**src/rtl/alu_seq_pkg.sv**
```systemverilog
// alu_seq_pkg: shared definitions for the ALU sequencing controller.
//   - FSM state type (IDLE/DECODE/EXEC/WB)
//   - instruction field bit positions for the 18-bit instruction word
//   - "clear flags" encoding detector
package alu_seq_pkg;

   typedef enum logic [1:0] {
      IDLE   = 2'd0,
      DECODE = 2'd1,
      EXEC   = 2'd2,
      WB     = 2'd3
   } state_t;

   // Instruction field map (fixed for an 18-bit word)
   localparam int unsigned OP_HI   = 17;
   localparam int unsigned OP_LO   = 15;
   localparam int unsigned IMM_EN  = 14;
   localparam int unsigned ZSRC    = 13;
   localparam int unsigned WEN     = 12;
   localparam int unsigned DST_HI  = 11;
   localparam int unsigned DST_LO  = 10;
   localparam int unsigned SRC0_HI = 9;
   localparam int unsigned SRC0_LO = 8;
   localparam int unsigned IMM_HI  = 7;
   localparam int unsigned IMM_LO  = 0;

   // Clear-flags encoding: op=000, imm_en=1, zsrc=1, wen=0, imm8=0 (dst/src0 don't care)
   localparam logic [2:0] CLR_OP   = 3'b000;

   function automatic logic is_clear_flags(input logic [17:0] ins);
      return (ins[OP_HI:OP_LO] == CLR_OP) && ins[IMM_EN] && ins[ZSRC] &&
             !ins[WEN] && (ins[IMM_HI:IMM_LO] == 8'h00);
   endfunction

endpackage

```
**src/rtl/alu_seq_decode.sv**
```systemverilog
// alu_seq_decode: combinational field extraction from the latched
// instruction word, plus sign-extension of imm8 to DW+1 bits.
// Ports:
//   instr   in   latched instruction word
//   op      out  ALU operation
//   imm_en  out  immediate select for ALU input 1
//   zsrc    out  force ALU input 0 to zero
//   wen     out  write-back enable
//   dst     out  write-back register
//   src0    out  read port 0 register
//   rd1     out  read port 1 register (imm8 low bits)
//   imm     out  sign-extended immediate
module alu_seq_decode
   import alu_seq_pkg::*;
#(
   parameter int IW = 18,
   parameter int DW = 8,
   parameter int AW = 2
) (
   input  logic [IW-1:0] instr,
   output logic [2:0]    op,
   output logic          imm_en,
   output logic          zsrc,
   output logic          wen,
   output logic [AW-1:0] dst,
   output logic [AW-1:0] src0,
   output logic [AW-1:0] rd1,
   output logic [DW:0]   imm
);

   always_comb begin
      op     = instr[OP_HI:OP_LO];
      imm_en = instr[IMM_EN];
      zsrc   = instr[ZSRC];
      wen    = instr[WEN];
      dst    = instr[DST_HI:DST_LO];
      src0   = instr[SRC0_HI:SRC0_LO];
      // Port 1 address is the low imm8 bits; only meaningful when imm_en=0
      rd1    = instr[IMM_LO+AW-1:IMM_LO];
      imm    = {{(DW-7){instr[IMM_HI]}}, instr[IMM_HI:IMM_LO]};
   end

endmodule

```
**src/rtl/alu_seq_ctrl.sv**
```systemverilog
// alu_seq_ctrl: multi-cycle controller sequencing the ALU/register-file
// datapath, one instruction per IDLE->DECODE->EXEC->WB pass (4 cycles).
// Optional build macro: ALU_SEQ_STICKY_OVF_EN (sticky overflow flag,
// cleared by reset or by retiring the clear-flags encoding).
// Ports:
//   clk, rst (async, active-low)
//   instr/instr_valid/instr_ready   instruction handshake
//   rd0_addr, rd1_addr, wr_addr      register-file addresses
//   reg_read, reg_write              register-file enables
//   alu_src0, alu_src1, alu_op, imm  ALU controls
//   alu_result, alu_ovf, alu_zero    ALU outputs
//   wr_data                          sign-extended write-back data
//   done, flag_ovf, flag_zero        retirement pulse and flags
module alu_seq_ctrl
   import alu_seq_pkg::*;
#(
   parameter int IW = 18,
   parameter int DW = 8,
   parameter int AW = 2
) (
   input  logic          clk,
   input  logic          rst,
   input  logic [IW-1:0] instr,
   input  logic          instr_valid,
   output logic          instr_ready,
   output logic [AW-1:0] rd0_addr,
   output logic [AW-1:0] rd1_addr,
   output logic [AW-1:0] wr_addr,
   output logic          reg_read,
   output logic          reg_write,
   output logic          alu_src0,
   output logic          alu_src1,
   output logic [2:0]    alu_op,
   output logic [DW:0]   imm,
   input  logic [DW-1:0] alu_result,
   input  logic          alu_ovf,
   input  logic          alu_zero,
   output logic [DW:0]   wr_data,
   output logic          done,
   output logic          flag_ovf,
   output logic          flag_zero
);

   state_t        state;
   logic [IW-1:0] instr_q;
   logic          ovf_q;
   logic          zero_q;
   logic          wen;
   logic          clear_q;

   // Decoded controls are pure wiring from the instruction register, so they
   // stay registered outputs and hold from DECODE through WB.
   alu_seq_decode #(
      .IW (IW),
      .DW (DW),
      .AW (AW)
   ) u_decode (
      .instr  (instr_q),
      .op     (alu_op),
      .imm_en (alu_src1),
      .zsrc   (alu_src0),
      .wen    (wen),
      .dst    (wr_addr),
      .src0   (rd0_addr),
      .rd1    (rd1_addr),
      .imm    (imm)
   );

`ifdef ALU_SEQ_STICKY_OVF_EN
   assign clear_q = is_clear_flags(instr_q);
`else
   assign clear_q = 1'b0;
`endif

   always_ff @(posedge clk or negedge rst) begin
      if (!rst) begin
         state       <= IDLE;
         instr_q     <= '0;
         instr_ready <= 1'b1;
         reg_read    <= 1'b0;
         reg_write   <= 1'b0;
         done        <= 1'b0;
         wr_data     <= '0;
         ovf_q       <= 1'b0;
         zero_q      <= 1'b0;
         flag_ovf    <= 1'b0;
         flag_zero   <= 1'b0;
      end else begin
         case (state)
            IDLE: begin
               if (instr_valid && instr_ready) begin
                  instr_q     <= instr;
                  instr_ready <= 1'b0;
                  reg_read    <= 1'b1;
                  state       <= DECODE;
               end
            end
            DECODE: begin
               state <= EXEC;
            end
            EXEC: begin
               ovf_q     <= alu_ovf;
               zero_q    <= alu_zero;
               wr_data   <= {alu_result[DW-1], alu_result};
               reg_read  <= 1'b0;
               reg_write <= wen;
               done      <= 1'b1;
               state     <= WB;
            end
            WB: begin
               reg_write   <= 1'b0;
               done        <= 1'b0;
               instr_ready <= 1'b1;
               flag_zero   <= zero_q;
`ifdef ALU_SEQ_STICKY_OVF_EN
               flag_ovf    <= clear_q ? 1'b0 : (flag_ovf | ovf_q);
`else
               flag_ovf    <= ovf_q | clear_q;
`endif
               state       <= IDLE;
            end
            default: state <= IDLE;
         endcase
      end
   end

endmodule

```
**config.mk**
```make
export PLATFORM = sky130hd
export DESIGN_NAME = alu_seq_ctrl
export DESIGN_NICKNAME = d
export VERILOG_FILES = /design/src/rtl/alu_seq_pkg.sv /design/src/rtl/alu_seq_decode.sv /design/src/rtl/alu_seq_ctrl.sv
export SDC_FILE = /design/constraint.sdc
export NUM_CORES = 1
export LEC_CHECK = 0
export CORE_MARGIN = 2
export CORE_UTILIZATION = 35
export CTS_CLUSTER_SIZE = 12
export DETAILED_ROUTE_END_ITERATION = 10
export HOLD_SLACK_MARGIN = 0.05
export PLACE_DENSITY = 0.65
export REMOVE_ABC_BUFFERS = 1
export SYNTH_ARGS = -nofsm -noshare
export SYNTH_HDL_FRONTEND = slang
export SYNTH_SLANG_ARGS = --single-unit
```
**constraint.sdc**
```tcl
create_clock -name clk -period 1.7 [get_ports clk]
set_input_delay 0.34 -clock clk [delete_from_list [all_inputs] [get_ports clk]]
set_output_delay 0.34 -clock clk [all_outputs]
set_load 0.1 [all_outputs]
```
# --- After elaboration in Yosys (flattened, before gate mapping) ---
# Cells that the tools add are included.
op_classes:
  eq_ne: 4
  mux: 8
  n_reduce_logical: 8
ops:
  columns: ["op", "n"]
  rows:
  - ["case mux 1 bit (2 select lines)", 4]
  - ["case mux 2 bit (4 select lines)", 1]
  - ["AND reduction 2 bit", 3]
  - ["nonzero test 2 bit", 3]
  - ["== test 2 bit, second input constant", 2]
  - ["== test 2 x 1 -> 1 bit, second input constant", 1]
  - ["zero test 2 bit", 1]
  - ["2-to-1 mux 1 bit", 2]
  - ["2-to-1 mux 2 bit", 1]
  - ["!= test 2 bit, second input constant", 1]
  - ["logical AND 1 bit", 1]
totals:
  register_bits: 36
  out_inout_bits: 35

# --- Depth between registers and ports, before layout ---
logic_depth:
  word_depth: 3
  depth_mapped: 6

# --- Hierarchy ---
# From an unflattened synthesis, not the netlist that was laid out.
hier_totals:
  cells_unflattened: 117
  hier_area_um2: 1689.1
by_module_without_submodules:
  columns: ["mod", "n_inst", "cells_each", "area_per_inst_um2", "seq_area_each_um2"]
  rows:
  - ["alu_seq_ctrl", 1, 96, 1531.5, 902.1]
  - ["alu_seq_decode", 1, 21, 157.7, 0.0]

# --- Worst setup path after synthesis ---
# Ideal clock, no wire load.
synth_timing:
  kind: "flip-flop to output port"
  startpoint: "reg instr_q[7]"
  endpoint: "out imm[8]"
  t_arrival_ps: 1340
  required_time_ps: 1360
  path_slack_ps: 20
  stages_incl_launch_ff: 2
  n_path_buf: 1
  path_cell_list: "dfrtp_1 -> buf_4"
synth_rtl:
  columns: ["element", "line", "rtl"]
  rows:
  - ["start: declaration", "alu_seq_ctrl.sv:45", "logic [IW-1:0] instr_q;"]
  - ["start signal: assignment", "alu_seq_ctrl.sv:92", "instr_q <= instr;"]
  - ["end: declaration", "alu_seq_ctrl.sv:34", "output logic [DW:0] imm,"]
# No word-level cell between the ends.

# --- Worst setup path after layout ---
layout_timing:
  startpoint: "reg state[0]"
  endpoint: "reg instr_q[2]"
layout_between:
  elab_chain_cells: 2
layout_lines:
  columns: ["element", "line", "rtl"]
  rows:
  - ["start: declaration", "alu_seq_ctrl.sv:44", "state_t state;"]
  - ["start signal: assignment", "alu_seq_ctrl.sv:77", "state <= IDLE;"]
  - ["start signal: assignment", "alu_seq_ctrl.sv:95", "state <= DECODE;"]
  - ["start signal: assignment", "alu_seq_ctrl.sv:99", "state <= EXEC;"]
  - ["zero test 2 bit", "alu_seq_ctrl.sv:89", "case (state)"]
  - ["AND reduction 2 bit (no source line)", null, null]
# Every way passes these cells.
# A chain may end at the register's enable or synchronous reset.

==> flow_summary.json <==
{
  "setup_viol": 0,
  "rsz0062_at_grt": "false",
  "cts_resized": 0,
  "critical_path_class": "flip-flop to flip-flop",
  "antenna_found_initial": 0,
  "rows": 24,
  "die_area_um2": 4990,
  "pin_count": 66,
  "insertion_delay_ns": 0.29,
  "cp-end-kind": "flip-flop",
  "clock.fmax_mhz": 651,
  "cts_buffers": 5,
  "finalNetCount": 206,
  "dr.pass1.iters": 4,
  "grt_pass1_wl_um": 5740,
  "coreArea_um2": 4320,
  "start_util": 0.359,
  "fin_skew_ns": 0.00501,
  "yosysWarnings": 0,
  "wl_per_cell_um": 15.5,
  "grt-ovfl-total": 0,
  "dp_cells": 213,
  "finalHoldViolCount": 0,
  "mostFrequentLayoutCells": "buf_12 (36), dfrtp_1 (35), clkdlybuf4s50_1 (29), mux2_4 (18), mux2_2 (13)",
  "clk_path_buf_depth": 2,
  "status": "completed",
  "period_minus_slack_ns": 1.54,
  "wirelength_um": 3450,
  "insertedDiodeCount": 0,
  "drc": 0,
  "slew_violations": 0,
  "place_hpwl_um": 2670,
  "startpoint_type": "flip-flop",
  "clkTransAtPathRegs_ns": 0.07,
  "gr-usage-all-layers": 0.150,
  "fp.dieW_um": 70.6,
  "grt_pass1_vias": 1130,
  "final_cells": 222,
  "slew_headroom": 0.638,
  "ys_ff_latch": 36,
  "cts.htree.levels": 2,
  "layout-drive-gt1-share": 0.482,
  "finalCritPeriodShare": 0.904,
  "synthesis.area_um2": 1550,
  "postLayoutCoreUtil": 0.625,
  "cts_setup_buffers": 0,
  "routed_via_density": 4.59,
  "cap_violations": 0,
  "cts.root.buffer_cell": "clkbuf_8",
  "cts.sinks": 36,
  "synth_cell_types": 17,
  "avgSynthCellArea_um2": 15.7,
  "portBuffers": 65,
  "vias": 1020,
  "cp_max_fo": 20,
  "hold_path_class": "flip-flop to flip-flop",
  "gp_congestion": 0.735,
  "layout_commonest_cell": "buf_12",
  "synth_cells": 99,
  "postRouteAntennaNets": 0,
  "cts_tree": "done",
  "tightest_slew_ns": 0.543,
  "r2r_setup_slack_ns": 0.16,
  "drt_iter0_markers": 41,
  "areaGrowthSynthToFinish_pct": 73.9,
  "die_h_um": 70.6,
  "grt_max_degree": 25,
  "fill_cells": 329,
  "setup_tns_ns": 0,
  "worstPathRequired_ns": 1.87,
  "seq_area_frac_synth": 0.581,
  "arrival_ns": 1.71
}
final cells by class:
cell class	count	area (um2)	area share
Timing Repair Buffer	70	1050	0.388
Sequential cell	36	902	0.334
Multi-Input combinational cell	53	583	0.216
Clock buffer	6	82.6	0.0306
Tap cell	52	65.1	0.0241
Inverter	3	11.3	0.00417
Clock inverter	2	10.0	0.00370
synthesized netlist by cell type:
master | instances | area, um2
mux2_2 | 13 | 146
mux2_4 | 18 | 270
buf_4 | 4 | 30.0
buf_6 | 2 | 22.5
buf_2 | 1 | 5.00
inv_1 | 3 | 11.3
nand2_1 | 3 | 11.3
ha_1 | 6 | 75.1
o21ai_0 | 2 | 10.0
nor2_1 | 4 | 15.0
nand2b_1 | 1 | 6.26
dfrtp_1 | 35 | 876
mux2i_1 | 2 | 20.0
nand3_2 | 1 | 10.0
a31o_2 | 1 | 8.76
dfstp_2 | 1 | 26.3
a21oi_1 | 2 | 10.0
flip-flops by register name, summed over array words and instances (netlist names):
name         cells
instr_q         18
wr_data          8
state            2
done             1
flag_ovf         1
flag_zero        1
instr_ready      1
ovf_q            1
reg_read         1
reg_write        1
zero_q           1
critical path: stages, from the launching register on:
cell and delay [ns]:
dfrtp_1 0.41, inv_1 0.16, ha_1 0.25, nand3_2 0.11, buf_12 0.18, mux2_4 0.31
worst paths after layout:
kind | from | to | cells past startpoint
max in group asynchronous | rst | instr_q[5] | 3
min in group asynchronous | rst | state[1] | 2
worst min-delay path | zero_q | zero_q | 1
worst max-delay path | state[0] | instr_q[2] | 5
worst max register to register | state[0] | instr_q[2] | 5
worst min register to register | zero_q | zero_q | 1
cell families after synthesis:
logic type / Yosys count / share of synthesized area
AO/OA/AOI/OAI: 5 / 0.0185
adder cells (fa/ha/maj): 6 / 0.0483
buffers and inverters: 10 / 0.0443
flip-flops: 36 / 0.581
multiplexers: 33 / 0.281
AND/OR/NAND/NOR: 9 / 0.0274
metrics by stage:
| stage | hold slack [ns] | setup WS (ns) | area (um2) |
|---|---|---|---|
| 2_1_floorplan | 0.0444 | -0.325 | 1500 |
| 3_3_place_gp | 0.339 | 0.133 | 2600 |
| 3_5_place_dp | 0.363 | 0.0956 | 2600 |
| 4_1_cts | 0.519 | 0.157 | 2700 |
| 5_1_grt | 0.544 | 0.0715 | 2700 |
| 6_report | 0.516 | 0.164 | 2700 |
per-layer routing:
| metal | up-vias | share of wire | GRT usage |
|---|---|---|---|
| met1 | 516 | 0.39 | 0.176 |
| li1 | 472 | - | - |
| met2 | 25 | 0.53 | 0.253 |
| met3 | 7 | 0.055 | 0.0541 |
| met5 | - | 0 | 0 |
| met4 | 0 | 0.017 | 0.0566 |
timing repair:
item	CTS	global route
hold endpoints to repair	14	0
hold buffers	1	0
setup endpoints to repair	0	0
Power is left out: the tool's default activity adds up to more than one toggle a clock period on the data nets, which glitch-free logic cannot reach.
